==> src/rtl/s2p_rx_pkg.sv <==
// Shared types and defaults for the s2p_rx serial-to-parallel receiver.
// The p2s serializer takes its word width from the same default.
package s2p_rx_pkg;

  typedef enum logic {
    ST_IDLE = 1'b0,
    ST_RECV = 1'b1
  } state_t;

  localparam int DEF_WIDTH   = 4;
  localparam int DEF_TIMEOUT = 8;

  // Idle counter width; a disabled timeout still needs a 1-bit register.
  function automatic int idle_width(input int timeout);
    return (timeout > 0) ? $clog2(timeout + 1) : 1;
  endfunction

endpackage

==> src/rtl/s2p_rx_idle_timer.sv <==
// Clearable saturating idle counter. tc fires on the increment that
// makes the count reach LIMIT; LIMIT=0 never fires.
module s2p_idle_timer
  import s2p_rx_pkg::*;
#(
  parameter int LIMIT = DEF_TIMEOUT
) (
  input  logic clk,
  input  logic n_rst,
  input  logic clr,
  input  logic inc,
  output logic tc
);

  localparam int IW = idle_width(LIMIT);
  localparam logic [IW-1:0] MAX_VAL = '1;

  logic [IW-1:0] count_reg;
  logic [IW-1:0] count_next;

  always_comb begin
    count_next = count_reg;
    if (clr)
      count_next = '0;
    else if (inc && (count_reg != MAX_VAL))
      count_next = count_reg + 1'b1;
  end

  always_ff @(posedge clk or negedge n_rst) begin
    if (!n_rst)
      count_reg <= '0;
    else
      count_reg <= count_next;
  end

  generate
    if (LIMIT == 0) begin : g_disabled
      assign tc = 1'b0;
    end else begin : g_enabled
      localparam logic [IW-1:0] TC_VAL = IW'(LIMIT - 1);
      assign tc = inc && !clr && (count_reg == TC_VAL);
    end
  endgenerate

endmodule

==> src/rtl/s2p_rx.sv <==
// Serial-to-parallel receiver: assembles WIDTH valid bits (MSB first) into
// a word, tolerating vld gaps, with timeout and synchronous abort.
module s2p_rx
  import s2p_rx_pkg::*;
#(
  parameter int WIDTH   = DEF_WIDTH,
  parameter int TIMEOUT = DEF_TIMEOUT
) (
  input  logic             clk,
  input  logic             n_rst,
  input  logic             data,
  input  logic             vld,
  input  logic             clr,
  output logic [WIDTH-1:0] dout,
  output logic             dout_vld,
  output logic             busy,
  output logic             err
);

  localparam int CW = $clog2(WIDTH);
  localparam logic [CW-1:0] LAST_BIT = CW'(WIDTH - 1);

  state_t           state_reg, state_next;
  logic [CW-1:0]    cnt_reg, cnt_next;
  // Only WIDTH-1 bits need holding; the last bit goes straight to dout.
  logic [WIDTH-2:0] shift_reg, shift_next;
  logic [WIDTH-1:0] dout_reg, dout_next;
  logic             dout_vld_reg, dout_vld_next;
  logic             err_reg, err_next;
  logic [WIDTH-1:0] captured;
  logic             timer_clr, timer_inc, timer_tc;

  assign captured = {shift_reg, data};

  s2p_idle_timer #(
    .LIMIT (TIMEOUT)
  ) u_idle_timer (
    .clk   (clk),
    .n_rst (n_rst),
    .clr   (timer_clr),
    .inc   (timer_inc),
    .tc    (timer_tc)
  );

  always_comb begin
    state_next    = state_reg;
    cnt_next      = cnt_reg;
    shift_next    = shift_reg;
    dout_next     = dout_reg;
    dout_vld_next = 1'b0;
    err_next      = 1'b0;
    timer_clr     = 1'b0;
    timer_inc     = 1'b0;

    if (clr) begin
      state_next = ST_IDLE;
      cnt_next   = '0;
      timer_clr  = 1'b1;
    end else begin
      case (state_reg)
        ST_IDLE: begin
          timer_clr = 1'b1;
          if (vld) begin
            shift_next = captured[WIDTH-2:0];
            cnt_next   = CW'(1);
            state_next = ST_RECV;
          end
        end
        ST_RECV: begin
          if (vld) begin
            timer_clr = 1'b1;
            if (cnt_reg == LAST_BIT) begin
              dout_next     = captured;
              dout_vld_next = 1'b1;
              cnt_next      = '0;
              state_next    = ST_IDLE;
            end else begin
              shift_next = captured[WIDTH-2:0];
              cnt_next   = cnt_reg + 1'b1;
            end
          end else begin
            timer_inc = 1'b1;
            if (timer_tc) begin
              err_next   = 1'b1;
              cnt_next   = '0;
              state_next = ST_IDLE;
            end
          end
        end
        default: state_next = ST_IDLE;
      endcase
    end
  end

  always_ff @(posedge clk or negedge n_rst) begin
    if (!n_rst) begin
      state_reg    <= ST_IDLE;
      cnt_reg      <= '0;
      shift_reg    <= '0;
      dout_reg     <= '0;
      dout_vld_reg <= 1'b0;
      err_reg      <= 1'b0;
    end else begin
      state_reg    <= state_next;
      cnt_reg      <= cnt_next;
      shift_reg    <= shift_next;
      dout_reg     <= dout_next;
      dout_vld_reg <= dout_vld_next;
      err_reg      <= err_next;
    end
  end

  assign dout     = dout_reg;
  assign dout_vld = dout_vld_reg;
  assign busy     = (state_reg == ST_RECV);
  assign err      = err_reg;

endmodule

==> config.mk <==
export PLATFORM = sky130hd
export DESIGN_NAME = s2p_rx
export DESIGN_NICKNAME = d
export VERILOG_FILES = /design/src/rtl/s2p_rx_pkg.sv /design/src/rtl/s2p_rx_idle_timer.sv /design/src/rtl/s2p_rx.sv
export SDC_FILE = /design/constraint.sdc
export NUM_CORES = 1
export LEC_CHECK = 0
export BUFFER_PORTS_ARGS = -buffer_cell sky130_fd_sc_hd__buf_2
export CORE_MARGIN = 4
export CORE_UTILIZATION = 30
export DETAILED_ROUTE_END_ITERATION = 8
export PLACE_DENSITY = 0.56
export SLEW_MARGIN = 20
export SYNTH_ARGS = -nofsm -noshare
export SYNTH_HDL_FRONTEND = slang
export SYNTH_SLANG_ARGS = --single-unit
==> constraint.sdc <==
create_clock -name clk -period 1.4 [get_ports clk]
set_clock_uncertainty 0.15 [all_clocks]
set_input_delay 0.28 -clock clk [delete_from_list [all_inputs] [get_ports clk]]
set_output_delay 0.28 -clock clk [all_outputs]
set_load 0.01 [all_outputs]
==> results of run 1 <==
## metrics by stage
step           TNS [ns]  total power, W  instance area (um^2)   util
3_3_place_gp     -0.141        0.000601                   800  0.388
3_5_place_dp     -0.446        0.000603                   800  0.388
5_1_grt          -0.325        0.000942                   883  0.428
6_report        -0.0453        0.000900                   883  0.428
2_1_floorplan         0        0.000559                   681      -
4_1_cts         -0.0640        0.000914                   875  0.424
## power by group through the flow
stage          Clock [W]  Sequential, W  Combinational, W
6_report        0.000303       0.000513         0.0000844
5_1_grt         0.000329       0.000518         0.0000953
4_1_cts         0.000315       0.000513         0.0000865
3_5_place_dp           0       0.000522         0.0000811
3_3_place_gp           0       0.000522         0.0000791
2_1_floorplan          0       0.000519         0.0000400
## routing by layer
metal  part of all wire  track usage  vias up  wire, um
met5                  0            0        -         0
met4             0.0095       0.0625        0        12
met3              0.052       0.0255        2        66
met2               0.44        0.137        8       553
met1               0.50        0.108      219       630
li1                   -            -      234         -
## cell type report
| cell class | instances | area (um^2) |
|---|---|---|
| fillers | 196 | 1180 |
| flip-flops and latches | 16 | 402 |
| multi-input cells | 36 | 290 |
| repair buffers | 18 | 114 |
| clock buffers | 4 | 36.3 |
| well taps | 27 | 33.8 |
| inverters | 2 | 7.51 |
## worst min path at each step
stage / startpoint / endpoint / slack (ns) / cells past startpoint
floorplan: n_rst / busy / -0.17 / 0
global placement: n_rst / u_idle_timer.count_reg[1] / 0.06 / 1
detailed placement: n_rst / u_idle_timer.count_reg[3] / 0.06 / 1
CTS: clr / cnt_reg[1] / 0.03 / 2
global route: clr / cnt_reg[1] / 0.03 / 2
finish: clr / cnt_reg[1] / 0.04 / 2
## what timing repair did
action | 4_1_cts | 5_1_grt
gates resized for setup | 6 | 1
hold buffers | 1 | 0
hold endpoints to repair | 16 | 0
setup buffers | 1 | 1
setup endpoints to repair | 7 | 9
## cells in the mapped netlist
library cell,number,area share
dfrtp_1,16,0.59
nand4b_1,1,0.013
nor3_1,3,0.022
nand2b_4,1,0.020
o211ai_1,1,0.011
xnor2_1,1,0.013
o21ai_0,2,0.015
a31oi_1,1,0.0092
or3b_4,1,0.017
ha_1,2,0.037
nor2_1,4,0.022
nor2b_1,1,0.0092
a21oi_1,1,0.0073
mux2_2,7,0.12
nor3b_1,1,0.011
nand3b_1,2,0.022
nand2_1,2,0.011
mux2i_1,1,0.015
nor2_2,1,0.0092
inv_1,2,0.011
nand3_1,3,0.022
## kinds of logic after synthesis
logic type	synth area share
XOR/XNOR	0.0129
adder cells (fa/ha/maj)	0.0368
flip-flops	0.588
buffers and inverters	0.0110
multiplexers	0.131
AND/OR/NAND/NOR	0.178
AO/OA/AOI/OAI	0.0423
==> results_dict.tcl, run 1 <==
set metrics [dict create \
    status "finished with violations" \
    crit_family "flip-flops" \
    p_sw_w 0.000202 \
    crit_type "flip-flop to flip-flop" \
    drt_iter0_markers 1 \
    die-width_um 55.6 \
    clock_latency_ns 0.28 \
    leakagePower_nw 0.456 \
    place_ws_ns -0.103 \
    stdcell_count 103 \
    reg2reg_slack_ns -0.02 \
    max_slew_margin 0.767 \
    antenna-diode-count 0 \
    synth_seq_cells 16 \
    numCtsBuffers 3 \
    synth_area_per_cell_um2 12.6 \
    io_pins 12 \
    routed_wl_um 1260 \
    drc 0 \
    cts.sinks 16 \
    reg2reg_depth 4 \
    seqPwrFrac 0.570 \
    antenna_found_initial 0 \
    place_congestion 0.649 \
    layout_commonest_cell "dfrtp_1" \
    die_h_um 55.6 \
    finalMaxSlewViolations 0 \
    overflow 0 \
    r2r-end "shift_reg[2]" \
    area.growth.synth_to_final_pct 29.8 \
    initial_core_util 0.330 \
    rows 16 \
    synthesis.nets 61 \
    port_buffers 11 \
    cp-end-kind "flip-flop" \
    drive_gt1_frac 0.434 \
    routedWlPerCell_um 12.3 \
    powerDensity_nw_per_um2 1020 \
    cp-start-kind "flip-flop" \
    dp_hpwl_um 862 \
    dp_cells 96 \
    ys_warn_count 0 \
    die_area_um2 3090 \
    cp.depth 4 \
    path_clk_slew_ns 0.09 \
    timing.hold.ws_ns 0.0363 \
    worstPathMaxFanout 4 \
    worstMarginPinSlew_ns 0.349 \
    viasPerCell 4.50 \
    finalCritPeriodShare 1.01 \
    p_clk_frac 0.336 \
    final_cell_mix "15 x dfrtp_1, 11 x buf_2, 5 x buf_4, 4 x nor2_1, 4 x mux2_4" \
    synth_cells 54 \
    ir_drop_mv 0.443 \
    cp_slowest_cell "dfrtp_1" \
    hp-class "input port to flip-flop" \
    intPower_w 0.000698 \
    cap_violations 0 \
    ant_nets 0 \
    crit_buf_inv 0 \
    hold_violations 0 \
    p_comb_frac 0.094 \
    crit_start "cnt_reg[0]" \
    required_ns 1.42 \
    r2r-start "cnt_reg[0]" \
    grt_max_degree 17 \
    fmax_mhz 705 \
    clock-root-buffer "clkbuf_4" \
    cts_tree "yes" \
    grt_pass1_vias 488 \
    synth_cell_types 21 \
    cpPeakStageDelay_ns 0.36 \
    finalSetupViolations 3 \
    period_minus_slack_ns 1.42 \
    clock_path_buffers 2 \
    vias 463 \
    worstPathCellList "ha_2, nand2_1, nand3b_1, mux2_2" \
    fin_ws_ns -0.0187 \
    p_sw_frac 0.225 \
    cts_htree_levels 1 \
    grt.total_usage 0.0898 \
    drtPass1Iterations 2 \
    arrival_ns 1.44 \
    endpoint "shift_reg[2]" \
    fin_nets 84 \
    violations "negative setup slack" \
    rsz0062_at_grt "yes" \
    seq_area_frac_synth 0.588 \
    netlist_area_um2 681 \
    core_area_um2 2060 \
    grt_pass1_wl_um 2170 \
]
No activity file was read; power rests on OpenSTA's default activity.
==> run 2, diff against run 1 <==
CORE_UTILIZATION = 46   (was 30)
CTS_CLUSTER_DIAMETER = 60   (was default)
PLACE_DENSITY = 0.76   (was 0.56)
==> run 2 against run 1 <==
  * The flow still finishes with violations (negative setup slack)
  * Sequential cell count did not move
  * Worst setup slack lost 0.0078 ns
  * Via count is 8.2% higher
  * Critical endpoint is now cnt_reg[0]
  * Non-clock buffer count grew 2
  * Final cell count down 9.7%
  * Routed wire length rose by 8.0%
==> results_dict.tcl, run 2 (synthesis results as in run 1) <==
set metrics [dict create \
    place_area_um2 769 \
    drive_gt1_frac 0.487 \
    required_ns 1.46 \
    area.growth.synth_to_final_pct 33.1 \
    io_pins 12 \
    hp-class "input port to flip-flop" \
    fmax_mhz 701 \
    place_ws_ns -0.0894 \
    status "finished with violations" \
    dp_cells 82 \
    fin_ws_ns -0.0265 \
    max_slew_margin 0.765 \
    initial_core_util 0.504 \
    finalMaxSlewViolations 0 \
    worstPathMaxFanout 3 \
    rows 13 \
    numCtsBuffers 3 \
    finalSetupViolations 4 \
    ir_drop_mv 0.493 \
    cts_tree "yes" \
    layout_commonest_cell "dfrtp_1" \
    cts_htree_levels 1 \
    die-width_um 46.5 \
    core_area_um2 1350 \
    worstMarginPinSlew_ns 0.353 \
    die_area_um2 2160 \
    finalCritPeriodShare 1.02 \
    routedWlPerCell_um 14.7 \
    clock-root-buffer "clkbuf_4" \
    violations "negative setup slack" \
    cp-end-kind "flip-flop" \
    cp-start-kind "flip-flop" \
    rsz0062_at_grt "yes" \
    fin_nets 86 \
    vias 501 \
    final_cell_mix "15 x dfrtp_1, 11 x buf_2, 7 x buf_4, 4 x nor2_1, 4 x mux2_4" \
    cts.sinks 16 \
    dp_hpwl_um 849 \
    period_minus_slack_ns 1.43 \
    cap_violations 0 \
    crit_type "flip-flop to flip-flop" \
    die_h_um 46.5 \
    antenna-diode-count 0 \
    clock_latency_ns 0.29 \
    arrival_ns 1.48 \
    place_congestion 0.802 \
    drt_iter0_markers 5 \
    hold_violations 0 \
    design_area_um2 906 \
    drtPass1Iterations 3 \
    ant_nets 0 \
    powerDensity_nw_per_um2 1000 \
    drc 0 \
    leakagePower_nw 0.465 \
    antenna_found_initial 0 \
    port_buffers 11 \
    fin_util 0.671 \
    stdcell_count 93 \
    grt_pass1_vias 484 \
    grt_max_degree 17 \
    grt_pass1_wl_um 2090 \
    fin_setup_tns_ns -0.0403 \
    grt.total_usage 0.148 \
    routed_wl_um 1360 \
    clock_path_buffers 2 \
    overflow 0 \
    path_clk_slew_ns 0.09 \
    viasPerCell 5.39 \
]
==> run 2: cell count changes in the layout (fill, tap and decap cells not counted), sizes merged <==
cell  before  now
buf       17   19
==> run 2: layer usage <==
| metal | up-vias | global-route usage | part of all wire |
|---|---|---|---|
| met4 | 0 | 0.102 | 0.027 |
| met1 | 241 | 0.177 | 0.45 |
| met2 | 12 | 0.223 | 0.47 |
| met5 | - | 0 | 0 |
| li1 | 243 | - | - |
| met3 | 5 | 0.0469 | 0.052 |
==> run 2: final cells by class <==
cell class              count  area (um^2)
fillers                   108          444
flip-flops and latches     16          402
multi-input cells          36          313
repair buffers             20          129
clock buffers               4         36.3
well taps                  15         18.8
inverters                   2         7.51
==> run 2: critical path, stage by stage, from the launching register on <==
cell and delay, ns:
dfrtp_1 0.40, ha_2 0.20, buf_4 0.13, o211ai_1 0.14, o21ai_1 0.12, nor3_2 0.21
==> run 2: final timing paths <==
path	start	cells past startpoint	end	slack [ns]
min in group asynchronous	n_rst	2	cnt_reg[0]	0.27
max	cnt_reg[0]	5	cnt_reg[0]	-0.03
max in group asynchronous	n_rst	2	busy	0.55
min reg2reg	dout[1]	1	dout[1]	0.36
max reg2reg	cnt_reg[0]	5	cnt_reg[0]	-0.03
min	clr	2	cnt_reg[0]	0.06
==> run 2: where the power goes <==
| group | total, W | internal (W) | switching [W] | leakage, nW |
|---|---|---|---|---|
| Clock | 0.000302 | 0.000158 | 0.000143 | 0.0210 |
| Sequential | 0.000517 | 0.000493 | 0.0000243 | 0.212 |
| Combinational | 0.0000892 | 0.0000491 | 0.0000402 | 0.231 |
| Total | 0.000908 | 0.000700 | 0.000208 | 0.465 |
==> run 2: repair_timing <==
action | in CTS | in global routing
setup buffers | 6 | 0
endpoints found under the hold margin | 16 | 0
endpoints found under the setup margin | 8 | 12
pin swaps | 3 | 3
gates resized for setup | 4 | 9
hold buffers | 1 | 0
==> run 2: metrics by stage <==
step           hold slack [ns]  power, W
2_1_floorplan           -0.166  0.000559
3_3_place_gp            0.0579  0.000597
3_5_place_dp            0.0619  0.000601
4_1_cts                 0.0408  0.000906
5_1_grt                 0.0585  0.000954
6_report                0.0635  0.000908
